<file path="src/rtl/mem_pkg.sv">
// mem_pkg: shared definitions for the MEM-stage load/store sequencer.
//   SIZE_* : RAM access size encodings (byte, half, word, illegal)
//   mau_state_e : sequencer state encoding
//   DEF_MEM_BYTES / DEF_MAX_BURST : default parameter values
//   size_bytes() : number of bytes touched by one beat of a given size
package mem_pkg;

   localparam logic [1:0] SIZE_BYTE = 2'b00;
   localparam logic [1:0] SIZE_HALF = 2'b01;
   localparam logic [1:0] SIZE_WORD = 2'b10;
   localparam logic [1:0] SIZE_BAD  = 2'b11;

   localparam int unsigned DEF_MEM_BYTES = 256;
   localparam int unsigned DEF_MAX_BURST = 16;

   typedef enum logic [1:0] {
      StIdle    = 2'b00,
      StCheck   = 2'b01,
      StAccess  = 2'b10,
      StCapture = 2'b11
   } mau_state_e;

   // Illegal size reports 4 bytes; such requests fault on size anyway.
   function automatic logic [2:0] size_bytes(input logic [1:0] size);
      logic [2:0] nb;
      case (size)
         SIZE_BYTE: nb = 3'd1;
         SIZE_HALF: nb = 3'd2;
         default:   nb = 3'd4;
      endcase
      return nb;
   endfunction

endpackage

</file>
<file path="src/rtl/mem_access_unit_if.sv">
// mem_access_unit_if: request handshake between the EX/MEM stage and the sequencer.
//   req_valid/req_ready : handshake, accept when both high
//   req_load/size/signed/addr/wdata/count/rd : request fields, latched on accept
//   beat_idx   : current burst beat, used to read burst store data
//   beat_wdata : burst store data for beat_idx
// master = requester (pipeline), slave = mem_access_unit.
interface mem_access_unit_if;

   logic        req_valid;
   logic        req_ready;
   logic        req_load;
   logic [1:0]  req_size;
   logic        req_signed;
   logic [31:0] req_addr;
   logic [31:0] req_wdata;
   logic [4:0]  req_count;
   logic [3:0]  req_rd;
   logic [3:0]  beat_idx;
   logic [31:0] beat_wdata;

   modport master (
      output req_valid, req_load, req_size, req_signed, req_addr, req_wdata, req_count,
             req_rd, beat_wdata,
      input  req_ready, beat_idx
   );

   modport slave (
      input  req_valid, req_load, req_size, req_signed, req_addr, req_wdata, req_count,
             req_rd, beat_wdata,
      output req_ready, beat_idx
   );

endinterface

</file>
<file path="src/rtl/mem_load_extend.sv">
// mem_load_extend: combinational load-data extension.
//   size     in  2   access size (byte/half/word)
//   sign_ext in  1   1 = sign-extend, 0 = zero-extend
//   raw      in  32  right-justified RAM data
//   result   out 32  extended value
module mem_load_extend
   import mem_pkg::*;
(
   input  logic [1:0]  size,
   input  logic        sign_ext,
   input  logic [31:0] raw,
   output logic [31:0] result
);

   always_comb begin
      result = raw;
      case (size)
         SIZE_BYTE: result = {{24{sign_ext & raw[7]}}, raw[7:0]};
         SIZE_HALF: result = {{16{sign_ext & raw[15]}}, raw[15:0]};
         default:   result = raw;
      endcase
   end

endmodule

</file>
<file path="src/rtl/mem_access_unit.sv">
// mem_access_unit: MEM-stage load/store sequencer in front of a 256x8 data RAM.
//   clk, reset   : clock (rising edge), asynchronous active-high reset
//   req          : request handshake and burst store data (mem_access_unit_if.slave)
//   ram_en/rw/addr/din/size : RAM command port; ram_dout : RAM read data
//   wb_valid/data/rd        : one pulse per load beat toward write-back
//   done  : one-cycle pulse when a request ends
//   fault : pulses with done when a request is rejected (no RAM access)
// Flow: IDLE -> CHECK -> (ACCESS -> CAPTURE)xN -> IDLE. Each beat takes two cycles.
module mem_access_unit
   import mem_pkg::*;
#(
   parameter int unsigned MEM_BYTES = DEF_MEM_BYTES,
   parameter int unsigned MAX_BURST = DEF_MAX_BURST
) (
   input  logic              clk,
   input  logic              reset,
   mem_access_unit_if.slave  req,
   output logic              ram_en,
   output logic              ram_rw,
   output logic [31:0]       ram_addr,
   output logic [31:0]       ram_din,
   output logic [1:0]        ram_size,
   input  logic [31:0]       ram_dout,
   output logic              wb_valid,
   output logic [31:0]       wb_data,
   output logic [3:0]        wb_rd,
   output logic              done,
   output logic              fault
);

   mau_state_e  state_q, state_d;

   // Latched request
   logic        load_q;
   logic        signed_q;
   logic [1:0]  size_q;
   logic [31:0] addr_q;
   logic [31:0] wdata_q;
   logic [4:0]  count_q;
   logic [3:0]  rd_q;

   logic [3:0]  beat_q, beat_d;

   // Registered write-back / completion
   logic        wb_valid_q;
   logic [31:0] wb_data_q;
   logic [3:0]  wb_rd_q;
   logic        done_q;

   logic        accept;
   logic        bad_req;
   logic        last_beat;
   logic [4:0]  n_beats;
   logic [33:0] last_byte;
   logic [31:0] ext_data;

   // Ready stays low through the done cycle so a new accept lands one cycle later.
   assign req.req_ready = (state_q == StIdle) && !done_q;
   assign accept        = req.req_valid && req.req_ready;
   assign req.beat_idx  = beat_q;

   // Legality check on the latched request. The last-byte sum is kept wide so that
   // an address near the top of the 32-bit space cannot wrap back into range.
   always_comb begin
      n_beats   = (count_q <= 5'd1) ? 5'd1 : count_q;
      last_byte = {2'b00, addr_q} + {27'd0, n_beats - 5'd1, 2'b00}
                  + 34'(size_bytes(size_q)) - 34'd1;
      bad_req   = 1'b0;
      if (size_q == SIZE_BAD) begin
         bad_req = 1'b1;
      end
      if ((size_q == SIZE_HALF) && addr_q[0]) begin
         bad_req = 1'b1;
      end
      if ((size_q == SIZE_WORD) && (addr_q[1:0] != 2'b00)) begin
         bad_req = 1'b1;
      end
      if ((count_q > 5'd1) && (size_q != SIZE_WORD)) begin
         bad_req = 1'b1;
      end
      if (32'(count_q) > MAX_BURST) begin
         bad_req = 1'b1;
      end
      if (last_byte >= 34'(MEM_BYTES)) begin
         bad_req = 1'b1;
      end
   end

   assign last_beat = ({1'b0, beat_q} == (n_beats - 5'd1));

   // Next state and RAM strobes
   always_comb begin
      state_d = state_q;
      beat_d  = beat_q;
      fault   = 1'b0;
      ram_en  = 1'b0;
      ram_rw  = 1'b0;
      unique case (state_q)
         StIdle: begin
            if (accept) begin
               state_d = StCheck;
               beat_d  = 4'd0;
            end
         end
         StCheck: begin
            if (bad_req) begin
               fault   = 1'b1;
               state_d = StIdle;
            end else begin
               state_d = StAccess;
            end
         end
         StAccess: begin
            ram_en  = 1'b1;
            ram_rw  = !load_q;
            state_d = StCapture;
         end
         StCapture: begin
            // Command held with ram_en low while read data settles.
            ram_rw = !load_q;
            if (last_beat) begin
               state_d = StIdle;
            end else begin
               state_d = StAccess;
               beat_d  = beat_q + 4'd1;
            end
         end
         default: state_d = StIdle;
      endcase
   end

   assign ram_addr = addr_q + {26'd0, beat_q, 2'b00};
   assign ram_size = size_q;
   // Single-beat stores carry their data in the request; bursts fetch it per beat.
   assign ram_din  = (count_q <= 5'd1) ? wdata_q : req.beat_wdata;

   assign done     = done_q | fault;
   assign wb_valid = wb_valid_q;
   assign wb_data  = wb_data_q;
   assign wb_rd    = wb_rd_q;

   mem_load_extend u_extend (
      .size     (size_q),
      .sign_ext (signed_q),
      .raw      (ram_dout),
      .result   (ext_data)
   );

   always_ff @(posedge clk or posedge reset) begin
      if (reset) begin
         state_q  <= StIdle;
         beat_q   <= 4'd0;
         load_q   <= 1'b0;
         signed_q <= 1'b0;
         size_q   <= 2'b00;
         addr_q   <= 32'd0;
         wdata_q  <= 32'd0;
         count_q  <= 5'd0;
         rd_q     <= 4'd0;
      end else begin
         state_q <= state_d;
         beat_q  <= beat_d;
         if (accept) begin
            load_q   <= req.req_load;
            signed_q <= req.req_signed;
            size_q   <= req.req_size;
            addr_q   <= req.req_addr;
            wdata_q  <= req.req_wdata;
            count_q  <= req.req_count;
            rd_q     <= req.req_rd;
         end
      end
   end

   // Load data is captured at the end of CAPTURE and presented the following cycle.
   always_ff @(posedge clk or posedge reset) begin
      if (reset) begin
         wb_valid_q <= 1'b0;
         wb_data_q  <= 32'd0;
         wb_rd_q    <= 4'd0;
         done_q     <= 1'b0;
      end else begin
         wb_valid_q <= 1'b0;
         done_q     <= 1'b0;
         if (state_q == StCapture) begin
            done_q <= last_beat;
            if (load_q) begin
               wb_valid_q <= 1'b1;
               wb_data_q  <= ext_data;
               wb_rd_q    <= rd_q + beat_q;
            end
         end
      end
   end

endmodule

</file>
<file path="src/flat_wrapper.sv">
// flat-port wrapper written by rule: the top's interface ports become plain ports
module mem_access_unit_flat import mem_pkg::*;
#(
   parameter int unsigned MEM_BYTES = DEF_MEM_BYTES,
   parameter int unsigned MAX_BURST = DEF_MAX_BURST
)
  (clk, reset, ram_en, ram_rw, ram_addr, ram_din, ram_size, ram_dout, wb_valid, wb_data, wb_rd, done, fault, req_req_valid, req_req_load, req_req_size, req_req_signed, req_req_addr, req_req_wdata, req_req_count, req_req_rd, req_beat_wdata, req_req_ready, req_beat_idx);
  mem_access_unit_if req_i ();
  input  logic clk;
  input  logic reset;
  output logic ram_en;
  output logic ram_rw;
  output logic [31:0] ram_addr;
  output logic [31:0] ram_din;
  output logic [1:0] ram_size;
  input  logic [31:0] ram_dout;
  output logic wb_valid;
  output logic [31:0] wb_data;
  output logic [3:0] wb_rd;
  output logic done;
  output logic fault;
  input wire logic [$bits(req_i.req_valid)-1:0] req_req_valid;
  input wire logic [$bits(req_i.req_load)-1:0] req_req_load;
  input wire logic [$bits(req_i.req_size)-1:0] req_req_size;
  input wire logic [$bits(req_i.req_signed)-1:0] req_req_signed;
  input wire logic [$bits(req_i.req_addr)-1:0] req_req_addr;
  input wire logic [$bits(req_i.req_wdata)-1:0] req_req_wdata;
  input wire logic [$bits(req_i.req_count)-1:0] req_req_count;
  input wire logic [$bits(req_i.req_rd)-1:0] req_req_rd;
  input wire logic [$bits(req_i.beat_wdata)-1:0] req_beat_wdata;
  output wire logic [$bits(req_i.req_ready)-1:0] req_req_ready;
  output wire logic [$bits(req_i.beat_idx)-1:0] req_beat_idx;
  assign req_i.req_valid = req_req_valid;
  assign req_i.req_load = req_req_load;
  assign req_i.req_size = req_req_size;
  assign req_i.req_signed = req_req_signed;
  assign req_i.req_addr = req_req_addr;
  assign req_i.req_wdata = req_req_wdata;
  assign req_i.req_count = req_req_count;
  assign req_i.req_rd = req_req_rd;
  assign req_i.beat_wdata = req_beat_wdata;
  assign req_req_ready = req_i.req_ready;
  assign req_beat_idx = req_i.beat_idx;
  mem_access_unit #(.MEM_BYTES(MEM_BYTES), .MAX_BURST(MAX_BURST)) u_core (.clk(clk), .reset(reset), .req(req_i), .ram_en(ram_en), .ram_rw(ram_rw), .ram_addr(ram_addr), .ram_din(ram_din), .ram_size(ram_size), .ram_dout(ram_dout), .wb_valid(wb_valid), .wb_data(wb_data), .wb_rd(wb_rd), .done(done), .fault(fault));
endmodule
</file>
<file path="config.mk">
export PLATFORM = sky130hd
export DESIGN_NAME = mem_access_unit_flat
export DESIGN_NICKNAME = d
export VERILOG_FILES = /design/src/rtl/mem_pkg.sv /design/src/rtl/mem_access_unit_if.sv /design/src/rtl/mem_load_extend.sv /design/src/rtl/mem_access_unit.sv /design/src/flat_wrapper.sv
export SDC_FILE = /design/constraint.sdc
export NUM_CORES = 1
export LEC_CHECK = 0
export BUFFER_PORTS_ARGS = -buffer_cell sky130_fd_sc_hd__buf_2
export CORE_MARGIN = 2
export CORE_UTILIZATION = 45
export CTS_CLUSTER_DIAMETER = 150
export CTS_CLUSTER_SIZE = 14
export DETAILED_ROUTE_END_ITERATION = 10
export PLACE_DENSITY = 0.71
export SYNTH_ARGS = -nofsm -noshare
export SYNTH_HDL_FRONTEND = slang
export SYNTH_SLANG_ARGS = --single-unit
</file>
<file path="constraint.sdc">
create_clock -name clk -period 17.9 [get_ports clk]
set_clock_uncertainty 0.2 [all_clocks]
set_input_delay 2.685 -clock clk [delete_from_list [all_inputs] [get_ports clk]]
set_output_delay 2.685 -clock clk [all_outputs]
set_load 0.005 [all_outputs]
</file>
==> impl_metrics.ini <==
[synth]
synthFlopType = dfrtp_1
postSynthCellCount = 953
synth_top_cell_by_area = dfrtp_1
yosysTopAreaCellShare_pct = 34.76
yosys_warnings = 0
ys_types = 68
postSynthAreaPerCell_um2 = 9.140
synth_nets = 1154
synth.area.top_cells = dfrtp_1 (35%), mux2_2 (14%), ha_1 (7.6%), nand2_1 (5.0%), xnor2_1 (4.7%)
synth_area_mm2 = 0.008711
synth_async_sr_flop_share_pct = 100.0
synth-seq-cells = 121
yosysSeqAreaShare_pct = 34.76
synth-edff-count = 0

[die]
fp.dieH_um = 143.1
die_area_mm2 = 0.02049
row_count = 50
core_mm2 = 0.01883
fp.dieW_um = 143.1
ios = 256
initial_core_util_pct = 46.26

[setup_path]
required_ps = 15010
cp-start-kind = flop
crit_type = flop to output port
endpoint_kind = output port
r2r-end = u_core.state_q[1]
arrival_ps = 6750
r2r_cells = 26
critPathMaxStageDelay_ps = 520
r2r-start = u_core.count_q[2]
cp_max_fo = 6
slowest_stage = nor4_4
rrSetupSlack_ps = 11480

[sta]
fin_tns_setup_ps = 0
rsz0062_at_grt = no
max_freq_ghz = 0.1038
relSlewSlack_pct = 31.28
fin_ws_ps = 8265
fin_crit_sh_pct = 53.83
setup_viol = 0
drv_slew = 0
worstMarginPinSlew_ps = 1031
period_needed_ps = 9635
hold_viol = 0

[pwr]
p_int_mw = 1.366
powerDensity_mw_per_mm2 = 244.5
p_seq_share_pct = 21.0
clkPwrFrac_pct = 12.8
swShare_pct = 48.04
p_switching_mw = 1.263
total_leakage_power_nw = 5.214
vdd_drop_max_mv = 0.1600
comb_power_share_pct = 66.2

[routing]
via_per_inst = 5.287
post_drt_wl_per_cell_um = 16.21
drc = 0
drtIter0Drc = 432
first_pass_iters = 5
ant_nets = 0
vias = 7724
postRouteWirelength_mm = 23.68

[place]
dp_slack_ps = 8701
hpwlAfterDp_mm = 18.48
routabilityCongestion = 0.9810
placed_cell_area_mm2 = 0.01017
port_buffers = 255

[final_layout]
finish.instance_area_mm2 = 0.01075
num-nets-final = 1387
drive_gt1_share_pct = 35.20
syn2layout_area_growth_pct = 23.46

[grt]
grt_max_degree = 79
antenna_found_initial = 2
grt_pass1_vias = 7581
grt_overflow_total = 0
grt.total_usage_pct = 23.60
grt_pass1_wl_mm = 38.09

[clocking]
post_cts_buffers = 0
path_clk_slew_ps = 60
tritoncts = done
htreeDepth = 4
clock_sinks = 121
cts_resized = 0
root_buffer = clkbuf_16
clk_latency_ps = 420
cts_made_buffers = 17
holdBufCountCts = 0
clockBufferDepth = 2

[worst_hold_path]
min_to = u_core.wb_data[2]
hold_start = u_core.wb_data[2]
hp-class = flop to flop
hold_path_depth = 2

[run_status]
status = completed

[flow_run]
drv_cap = 0
==> layer usage <==
layer / part of all wire [%] / track usage [%]
met1: 42 / 30.19
met2: 49 / 38.91
met3: 7.2 / 7.042
met4: 1.6 / 6.462
met5: 0 / 0
==> critical path, delay by kind of cell, from the launching register on <==
family	cells	cell delay [ps]
AOI/OAI and AO/OA	7	1500
xor gates and xnor gates	2	410
adders and majority gates	3	980
buffers and inverters	4	340
DFF	1	450
and+or+nand+nor	11	2650
==> flip-flops by register name, summed over array words and instances, names as in the netlist <==
name / flops
u_core.addr_q: 32
u_core.state_q: 2
u_core.load_q: 1
u_core.done_q: 1
u_core.count_q: 5
u_core.ram_size: 2
u_core.wdata_q: 32
u_core.req.beat_idx: 4
u_core.rd_q: 4
u_core.wb_valid: 1
u_core.wb_data: 32
u_core.signed_q: 1
u_core.wb_rd: 4
==> how the worst max path moves through the flow <==
stage / to / cells past startpoint / start
after detailed placement: done / 27 / u_core.count_q[2]
after CTS: done / 27 / u_core.count_q[2]
after floorplan: done / 25 / u_core.count_q[2]
after global placement: done / 27 / u_core.count_q[2]
after global routing: done / 27 / u_core.count_q[2]
final: done / 27 / u_core.count_q[2]
==> power by group through the flow <==
stage,sequential [mW],clock (mW),combinational [mW]
floorplan,0.491,0,1.32
global placement,0.550,0,1.69
detailed placement,0.554,0,1.71
CTS,0.551,0.344,1.73
global route,0.574,0.355,1.95
finish,0.552,0.336,1.74
==> cells in the final DEF, fill, tap and decap left out, drive strengths merged, types with 16 or more instances in the layout <==
cell | Yosys | layout
ha | 53 | 53
buf | 16 | 260
o21ai | 35 | 35
nand4 | 19 | 19
inv | 63 | 69
a21o | 16 | 16
a21oi | 66 | 66
clkbuf | 30 | 19
nor2 | 70 | 70
nand2 | 115 | 115
xor2 | 31 | 31
nand3 | 23 | 23
mux2 | 111 | 111
dfrtp | 121 | 121
xnor2 | 49 | 49
==> synth_stat cells (5+ instances only) <==
cell type / count
nand2_1: 115
and2_1: 5
o31ai_1: 6
o21bai_1: 6
a21oi_1: 66
dfrtp_1: 121
nor2b_1: 10
inv_1: 63
or3_1: 5
nand4_1: 18
buf_2: 5
nand3_1: 23
nor3_1: 14
nor2_1: 70
and3_1: 8
ha_1: 53
xnor2_1: 47
clkbuf_1: 30
mux2_2: 111
xor2_1: 30
a21o_1: 16
a211oi_1: 5
buf_1: 7
o21ai_0: 33
==> cell families (layout without fill, tap and decap cells) <==
logic type               count (synthesis)  in the layout  share of synthesized area (%)
multiplexers                           112            112                          14.46
adder cells (fa/ha/maj)                 57             57                          8.532
buffers and inverters                  111            357                          5.027
flip-flops                             121            121                          34.76
other                                    0              2                              0
AND/OR/NAND/NOR                        291            291                          15.61
AO/OA/AOI/OAI                          181            181                          13.30
XOR/XNOR                                80             80                          8.302
==> area by class of cell <==
class / instances / area, µm²
antenna: 2 / 5.005
clock buffer: 19 / 442.9
clock inverter: 13 / 133.9
fill: 1679 / 8077
inverter: 65 / 246.5
multi-input combinational: 721 / 5259
sequential: 121 / 3028
tap: 260 / 325.3
timing repair buffer: 260 / 1314
==> metrics by stage <==
stage               std cells  hold WS [ps]  total power [mW]  util, %
floorplan                 953         269.7             1.811        -
global route             1459         296.5             2.875    57.08
global placement         1427         251.1             2.243    54.02
detailed placement       1427         257.3             2.265    54.02
finish                   1461         267.2             2.630    57.11
CTS                      1459         273.4             2.621    57.08
(Power assumes the default switching activity.)
